[src/rtl/muldiv_sequencer.sv]
`default_nettype none
// ============================================================================
//  Module      : muldiv_sequencer
//  Description : Multi-cycle MULT/MULTU/DIV/DIVU unit holding HI/LO.
//                Shift-add multiply (LSB first) and restoring divide
//                (MSB first), one bit per cycle, sequenced by a small FSM
//                behind a Start/Busy/Done handshake.
//  Revision    : 1.0 - initial release
// ============================================================================
module muldiv_sequencer #(
  parameter int WIDTH = 32
) (
  input  logic             Clock,
  input  logic             Reset,
  input  logic             Start,
  input  logic [1:0]       Op,
  input  logic [WIDTH-1:0] A,
  input  logic [WIDTH-1:0] B,
  output logic             Busy,
  output logic             Done,
  output logic             DivZero,
  output logic [WIDTH-1:0] Hi,
  output logic [WIDTH-1:0] Lo
);

  localparam int            CW   = $clog2(WIDTH);
  localparam logic [CW-1:0] LAST = CW'(WIDTH - 1);

  typedef enum logic [1:0] {
    IDLE = 2'd0,
    PREP = 2'd1,
    RUN  = 2'd2,
    FIX  = 2'd3
  } state_t;

  state_t               state_q, state_d;
  logic [1:0]           op_q, op_d;          // bit1: divide, bit0: unsigned
  logic [WIDTH-1:0]     a_q, a_d;            // multiplicand / dividend (magnitude after PREP)
  logic [WIDTH-1:0]     b_q, b_d;            // multiplier / divisor (magnitude after PREP)
  logic [2*WIDTH-1:0]   acc_q, acc_d;        // product, or {remainder, quotient}
  logic [CW-1:0]        cnt_q, cnt_d;
  logic                 neg_q, neg_d;        // product / quotient must be negated
  logic                 rneg_q, rneg_d;      // remainder takes dividend sign
  logic                 done_q, done_d;
  logic                 divzero_q, divzero_d;
  logic [WIDTH-1:0]     hi_q, hi_d;
  logic [WIDTH-1:0]     lo_q, lo_d;

  // Sign extraction; only signed ops treat the MSB as a sign.
  logic w_signed, w_is_div, w_a_neg, w_b_neg;
  assign w_signed = ~op_q[0];
  assign w_is_div = op_q[1];
  assign w_a_neg  = w_signed & a_q[WIDTH-1];
  assign w_b_neg  = w_signed & b_q[WIDTH-1];

  // Multiply step: add multiplicand into the upper half, then shift right.
  logic [WIDTH:0] w_mul_sum;
  assign w_mul_sum = {1'b0, acc_q[2*WIDTH-1:WIDTH]} + {1'b0, (b_q[0] ? a_q : '0)};

  // Divide step: shift the next dividend bit into the partial remainder and
  // trial-subtract the divisor; the remainder is always below the divisor,
  // so the low WIDTH bits of the difference are exact when it fits.
  logic [WIDTH:0]   w_div_shift;
  logic             w_div_ge;
  logic [WIDTH-1:0] w_div_sub;
  logic [WIDTH-1:0] w_div_rem;
  assign w_div_shift = {acc_q[2*WIDTH-1:WIDTH], a_q[WIDTH-1]};
  assign w_div_ge    = (w_div_shift >= {1'b0, b_q});
  assign w_div_sub   = w_div_shift[WIDTH-1:0] - b_q;
  assign w_div_rem   = w_div_ge ? w_div_sub : w_div_shift[WIDTH-1:0];

  // Sign-corrected results used at commit.
  logic [2*WIDTH-1:0] w_prod_fix;
  logic [WIDTH-1:0]   w_quot_fix, w_rem_fix;
  assign w_prod_fix = neg_q  ? -acc_q : acc_q;
  assign w_quot_fix = neg_q  ? -acc_q[WIDTH-1:0] : acc_q[WIDTH-1:0];
  assign w_rem_fix  = rneg_q ? -acc_q[2*WIDTH-1:WIDTH] : acc_q[2*WIDTH-1:WIDTH];

  // Next-state and datapath sequencing.
  always_comb begin
    state_d   = state_q;
    op_d      = op_q;
    a_d       = a_q;
    b_d       = b_q;
    acc_d     = acc_q;
    cnt_d     = cnt_q;
    neg_d     = neg_q;
    rneg_d    = rneg_q;
    hi_d      = hi_q;
    lo_d      = lo_q;
    done_d    = 1'b0;
    divzero_d = 1'b0;
    case (state_q)
      IDLE: begin
        if (Start) begin
          op_d    = Op;
          a_d     = A;
          b_d     = B;
          state_d = PREP;
        end
      end
      PREP: begin
        acc_d = '0;
        cnt_d = '0;
        if (w_is_div && (b_q == '0)) begin
          done_d    = 1'b1;
          divzero_d = 1'b1;
          state_d   = IDLE;
        end else begin
          // Negating 0x80..0 yields 0x80..0, which is read as unsigned 2^(W-1).
          a_d     = w_a_neg ? -a_q : a_q;
          b_d     = w_b_neg ? -b_q : b_q;
          neg_d   = w_a_neg ^ w_b_neg;
          rneg_d  = w_a_neg;
          state_d = RUN;
        end
      end
      RUN: begin
        if (w_is_div) begin
          acc_d = {w_div_rem, acc_q[WIDTH-2:0], w_div_ge};
          a_d   = {a_q[WIDTH-2:0], 1'b0};
        end else begin
          acc_d = {w_mul_sum, acc_q[WIDTH-1:1]};
          b_d   = {1'b0, b_q[WIDTH-1:1]};
        end
        cnt_d = cnt_q + 1'b1;
        if (cnt_q == LAST) state_d = FIX;
      end
      FIX: begin
        if (w_is_div) begin
          lo_d = w_quot_fix;
          hi_d = w_rem_fix;
        end else begin
          {hi_d, lo_d} = w_prod_fix;
        end
        done_d  = 1'b1;
        state_d = IDLE;
      end
      default: state_d = IDLE;
    endcase
  end

  // State register with synchronous reset discarding any in-flight op.
  always_ff @(posedge Clock) begin
    if (Reset) begin
      state_q   <= IDLE;
      op_q      <= '0;
      a_q       <= '0;
      b_q       <= '0;
      acc_q     <= '0;
      cnt_q     <= '0;
      neg_q     <= 1'b0;
      rneg_q    <= 1'b0;
      done_q    <= 1'b0;
      divzero_q <= 1'b0;
      hi_q      <= '0;
      lo_q      <= '0;
    end else begin
      state_q   <= state_d;
      op_q      <= op_d;
      a_q       <= a_d;
      b_q       <= b_d;
      acc_q     <= acc_d;
      cnt_q     <= cnt_d;
      neg_q     <= neg_d;
      rneg_q    <= rneg_d;
      done_q    <= done_d;
      divzero_q <= divzero_d;
      hi_q      <= hi_d;
      lo_q      <= lo_d;
    end
  end

  assign Busy    = (state_q != IDLE);
  assign Done    = done_q;
  assign DivZero = divzero_q;
  assign Hi      = hi_q;
  assign Lo      = lo_q;

endmodule
`default_nettype wire

[config.mk]
export PLATFORM = sky130hd
export DESIGN_NAME = muldiv_sequencer
export DESIGN_NICKNAME = d
export VERILOG_FILES = /design/src/rtl/muldiv_sequencer.sv
export SDC_FILE = /design/constraint.sdc
export NUM_CORES = 1
export LEC_CHECK = 0
export ABC_CLOCK_PERIOD_IN_PS = 3650
export CORE_MARGIN = 8
export CORE_UTILIZATION = 45
export DETAILED_ROUTE_END_ITERATION = 10
export GPL_TIMING_DRIVEN = 0
export HOLD_SLACK_MARGIN = 0.02
export SYNTH_ARGS = -nofsm -noshare
export SYNTH_HDL_FRONTEND = slang
export SYNTH_SLANG_ARGS = --single-unit
[constraint.sdc]
create_clock -name Clock -period 3.65 [get_ports Clock]
set_input_delay 0.365 -clock Clock [delete_from_list [all_inputs] [get_ports Clock]]
set_output_delay 0.365 -clock Clock [all_outputs]
set_load 0.02 [all_outputs]
# Word level (Yosys, flattened, before mapping)
# Index checks and enable logic that the tools add are counted.
dict set report totals {
  register_bits 205
  input_bits 69
  output_inout_bits 67
  elab_cells 76
}
dict set report op_classes {
  n_addsub 8
  magnitude_cmp 1
  eq_ne 11
  n_mux 26
  n_bitwise 6
  reduce_logical 12
}
# op count
set ops {}
lappend ops {{$mux 32} 14}
lappend ops {{$pmux 32 s3} 2}
lappend ops {{$mux 64} 2}
lappend ops {{$neg 32->32} 4}
lappend ops {{$pmux 64 s2} 1}
lappend ops {{$neg 64->64} 1}
lappend ops {{$add 32x32->33} 1}
lappend ops {{$ge 33x32->1} 1}
lappend ops {{$logic_not 32->1} 1}
lappend ops {{$sub 32x32->32} 1}
lappend ops {{$ne 2x2->1 const B} 7}
lappend ops {{$pmux 5 s2} 1}
lappend ops {{$reduce_and 5->1} 2}
lappend ops {{$pmux 2 s4} 1}
lappend ops {{$mux 2} 3}
lappend ops {{$reduce_and 2->1} 3}
lappend ops {{$add 5x1->5 const B} 1}
lappend ops {{$eq 5x5->1 const B} 1}
lappend ops {{$eq 2x2->1 const B} 2}
lappend ops {{$reduce_bool 2->1} 2}
lappend ops {{$not 1->1} 3}
lappend ops {{$reduce_bool 3->1} 1}
lappend ops {{$and 1x1->1} 2}
lappend ops {{$eq 2x1->1 const B} 1}
lappend ops {{6 further kinds} 6}

# Logic depth before layout (Yosys ltp)
dict set report depth {
  ltp_word 5
  ltp_mapped 14
  ltp_nobuf 14
}

# Worst setup path after synthesis
# Ideal clock, no wire load.
dict set report synth_timing {
  kind {reg-to-reg}
  startpoint {register b_q[22]}
  endpoint {register acc_q[59]}
  setup_time_ps 117
  t_arrival_ps 2886
  slack_ps 647
  path_stages_with_launch 12
  n_path_buf 1
  period_less_slack_ps 3003
  path_cell_list {dfxtp_1 > clkbuf_1 > inv_1 > ha_1 > nand4_1 > or4_1 > nor4_1 > o311ai_0 > nand3_1 > nor2_1 > or4_1 > a32o_1}
}
dict set report synth_between {
  elab_chain_cells 4
}
# element line
set synth_lines {}
lappend synth_lines {{start, declared} 39} ;# logic [WIDTH-1:0] b_q, b_d;
lappend synth_lines {{start signal, assigned} 149} ;# b_q <= '0;
lappend synth_lines {{start signal, assigned} 162} ;# b_q <= b_d;
lappend synth_lines {{$sub 32x32->32 / $ge 33x32->1 (equally long branches)} {69, 68}}
lappend synth_lines {{$mux 32 (*)} 70} ;# assign w_div_rem = w_div_ge ? w_div_sub : w_div_shift[WIDTH-1:0];
lappend synth_lines {{$mux 64 (*)} 119} ;# if (w_is_div) begin
lappend synth_lines {{$pmux 64 s2 (*)} 93} ;# case (state_q)
lappend synth_lines {{end signal, assigned} 150} ;# acc_q <= '0;
lappend synth_lines {{end signal, assigned} 163} ;# acc_q <= acc_d;
lappend synth_lines {{end, declared} 40} ;# logic [2*WIDTH-1:0] acc_q, acc_d;
# Every way passes the cells marked *; elsewhere a longest branch is shown, timed or not.
# A chain may end at the register's enable or synchronous reset.

# Worst setup path after layout
dict set report layout_timing {
  startpoint {register b_q[0]}
  endpoint {register acc_q[59]}
}
dict set report layout_between {
  elab_chain_cells 4
}
# element line
set layout_lines {}
lappend layout_lines {{$mux 32 (tied with other cells)} 58} ;# assign w_mul_sum = {1'b0, acc_q[2*WIDTH-1:WIDTH]} + {1'b0, (b_q[0] ? a_q : '0)};
lappend layout_lines {{$add 32x32->33 / $mux 32 (equally long branches)} {58, 70}}
lappend layout_lines {{$mux 64 (*)} 119}
lappend layout_lines {{$pmux 64 s2 (*)} 93}
# Marked as above.

==> results.ini <==
[detailed_routing]
wirelength_um=64170
drc=0
vias_per_cell=6.238
ant_nets=0
dr.pass1.iters=6
drt_iter0_drc=1730
via_count=17080
wl_per_cell_um=23.44

[global_route]
track_usage=0.3038
grt_max_degree=14
grt_pass1_vias=16360
grt_first_pass_wirelength_um=97970
overflow=0
antenna_found_initial=1

[setup_path]
worst_ep_required_time_ns=4.10
arrival_ns=3.93
startpoint_type=register
cp-end-kind=register
crit_fanout=10
reg2reg_slack_ns=0.17
critPathKind=register to register

[sta]
setup_viol=0
drv_slew=0
timing.fmax_mhz=287.7
rsz0062_at_grt=true
layout_min_cycle_time_ns=3.475
finClkSkew_ns=0.01002
max-slew-margin-rel=0.3153
layout_setup_ws_ns=0.1747
hold_violations=0
post-route-period-util=0.9521
worst_pin_slew_ns=1.019

[yosys]
ys_async_sr_fraction=0
synthFlopType=dfxtp_1
ys_ff_latch=205
syn_area_mm2=0.01536
syn_area_per_cell_um2=7.255
synth_edf_count=0
ys_types=80
syn-instance-count=2117
synth_nets=2264
yosys_warnings=0
yosysSeqAreaShare=0.2672

[clock_network]
cts_hold_buf=0
clk_pin_slew_worst_paths_ns=0.06
cts_buffers=26
clock_sinks=205
cts_tree=yes
cts_root_buf=clkbuf_16
cts_setup_buffers=0
clk-insertion-delay-late_ns=0.56
cts_buffer_depth=3
cts_max_level=1

[placed_design]
routabilityCongestion=0.9704
hpwl_um=49270
dp_worst_setup_slack_ns=-0.2362
placed_area_mm2=0.01727
port_buffers=135

[floorplan]
fp.dieH_um=200.8
io_pins=136
die-area_mm2=0.04030
core_region_area_mm2=0.03362
start_util=0.4569
rows=67
chipWidth_um=200.8

[power]
p_per_area_mw_per_mm2=475.4
irDropWorstVdd_mv=0.4343
p_leak_uw=0.007017

[min_path]
hold_path_class=input port to register

[layout]
most-common-layout-cells=288 x nor2_1, 209 x a21oi_1, 195 x dfxtp_1, 177 x nand2_1, 145 x o21ai_0
syn_to_final_growth_pct=18.48
layout.nets=2419
layout_commonest_cell=nor2_1
drive_above_1_share=0.04543
design_area_mm2=0.01820

[job]
drv_cap=0

[outcome]
status=finished, final reports clean

[synth_stat cells (all sizes together) (21+ instances only)]
cell,n,area [µm²]
nor2,291,1092
a21oi,211,1056
dfxtp,205,4104
nand2,178,668.1
o21ai,151,755.7
clkbuf,134,503.0
nor3,83,447.9
ha,76,950.9
a211oi,61,457.9
inv,60,225.2
xor2,60,525.5
nand3,59,300.3
xnor2,52,455.4
mux2i,48,480.5
a21o,41,307.8
and2,39,244.0
or3,30,192.7
o211ai,29,217.7
a22oi,26,195.2
nor4,24,156.4
o31ai,21,162.6
[stage by stage]
stage	utilization	std cells	setup TNS (ns)	power (µW)	hold WS [ns]
4_1_cts	0.5393	2744	0	8534	0.3640
2_1_floorplan	-	2117	0	4808	0.4454
3_3_place_gp	0.5138	2700	-5.337	5937	0.4477
3_5_place_dp	0.5138	2700	-6.511	5944	0.4572
5_1_grt	0.5414	2738	-0.01446	9049	0.3796
6_report	0.5414	2738	0	8651	0.3693
[sequential cells by signal, indices dropped and copies added (netlist names), named ones only]
name     flops
acc_q       64
Hi          32
Lo          32
a_q         32
b_q         32
cnt_q        5
op_q         2
DivZero      1
Done         1
neg_q        1
rneg_q       1
state_q      1
[worst paths after layout]
path	from	endpoint	depth (start not counted)
max reg2reg	b_q[0]	acc_q[59]	12
min	Op[0]	op_q[0]	3
min reg2reg	Hi[30]	Hi[30]	2
max	b_q[0]	acc_q[59]	12
[per-layer routing]
| layer | vias to the layer above | wire length, µm | global-route usage |
|---|---|---|---|
| met5 | - | 0 | 0 |
| met4 | 0 | 2537 | 0.1198 |
| met3 | 161 | 5463 | 0.05261 |
| met2 | 833 | 29310 | 0.5035 |
| met1 | 8076 | 26860 | 0.3877 |
| li1 | 8011 | - | - |
[worst max-delay path: stages, from the launching register on]
cell	delay, ns
dfxtp_2	0.49
clkbuf_1	0.27
and2_1	0.31
ha_1	0.35
and3_1	0.24
nor2b_1	0.13
a21oi_1	0.33
nand3_1	0.16
a41oi_1	0.32
o21ai_0	0.14
xor2_1	0.17
o211a_1	0.23
a32o_1	0.21
[area by class of cell]
type | count | area [µm²]
antenna | 1 | 2.502
buffer | 137 | 539.3
clock buffer | 37 | 732.0
clock inverter | 8 | 101.3
fill | 3331 | 15420
inverter | 61 | 229.0
multi-input combinational | 1706 | 10570
sequential | 205 | 4116
tap | 448 | 560.5
timing repair buffer | 135 | 1351
[power breakdown]
| part | switching, µW | internal (µW) | total, µW |
|---|---|---|---|
| logic | 2240 | 1120 | 3360 |
| clock network | 1070 | 1530 | 2590 |
| registers | 281 | 2420 | 2700 |
[cells by family after synthesis]
| group | Yosys count | share of synthesized area |
|---|---|---|
| AND/OR/NAND/NOR | 797 | 0.2441 |
| flip-flops | 205 | 0.2672 |
| buffers and inverters | 206 | 0.05140 |
| adder cells (fa/ha/maj) | 78 | 0.06452 |
| multiplexers | 49 | 0.03201 |
| XOR/XNOR | 112 | 0.06386 |
| AO/OA/AOI/OAI | 670 | 0.2770 |
[repair_timing]
item / in CTS / in global routing
endpoints found under the hold margin: 0 / 0
gates resized for setup: 13 / 32
endpoints found under the setup margin: 59 / 65
(Power assumes the default switching activity.)
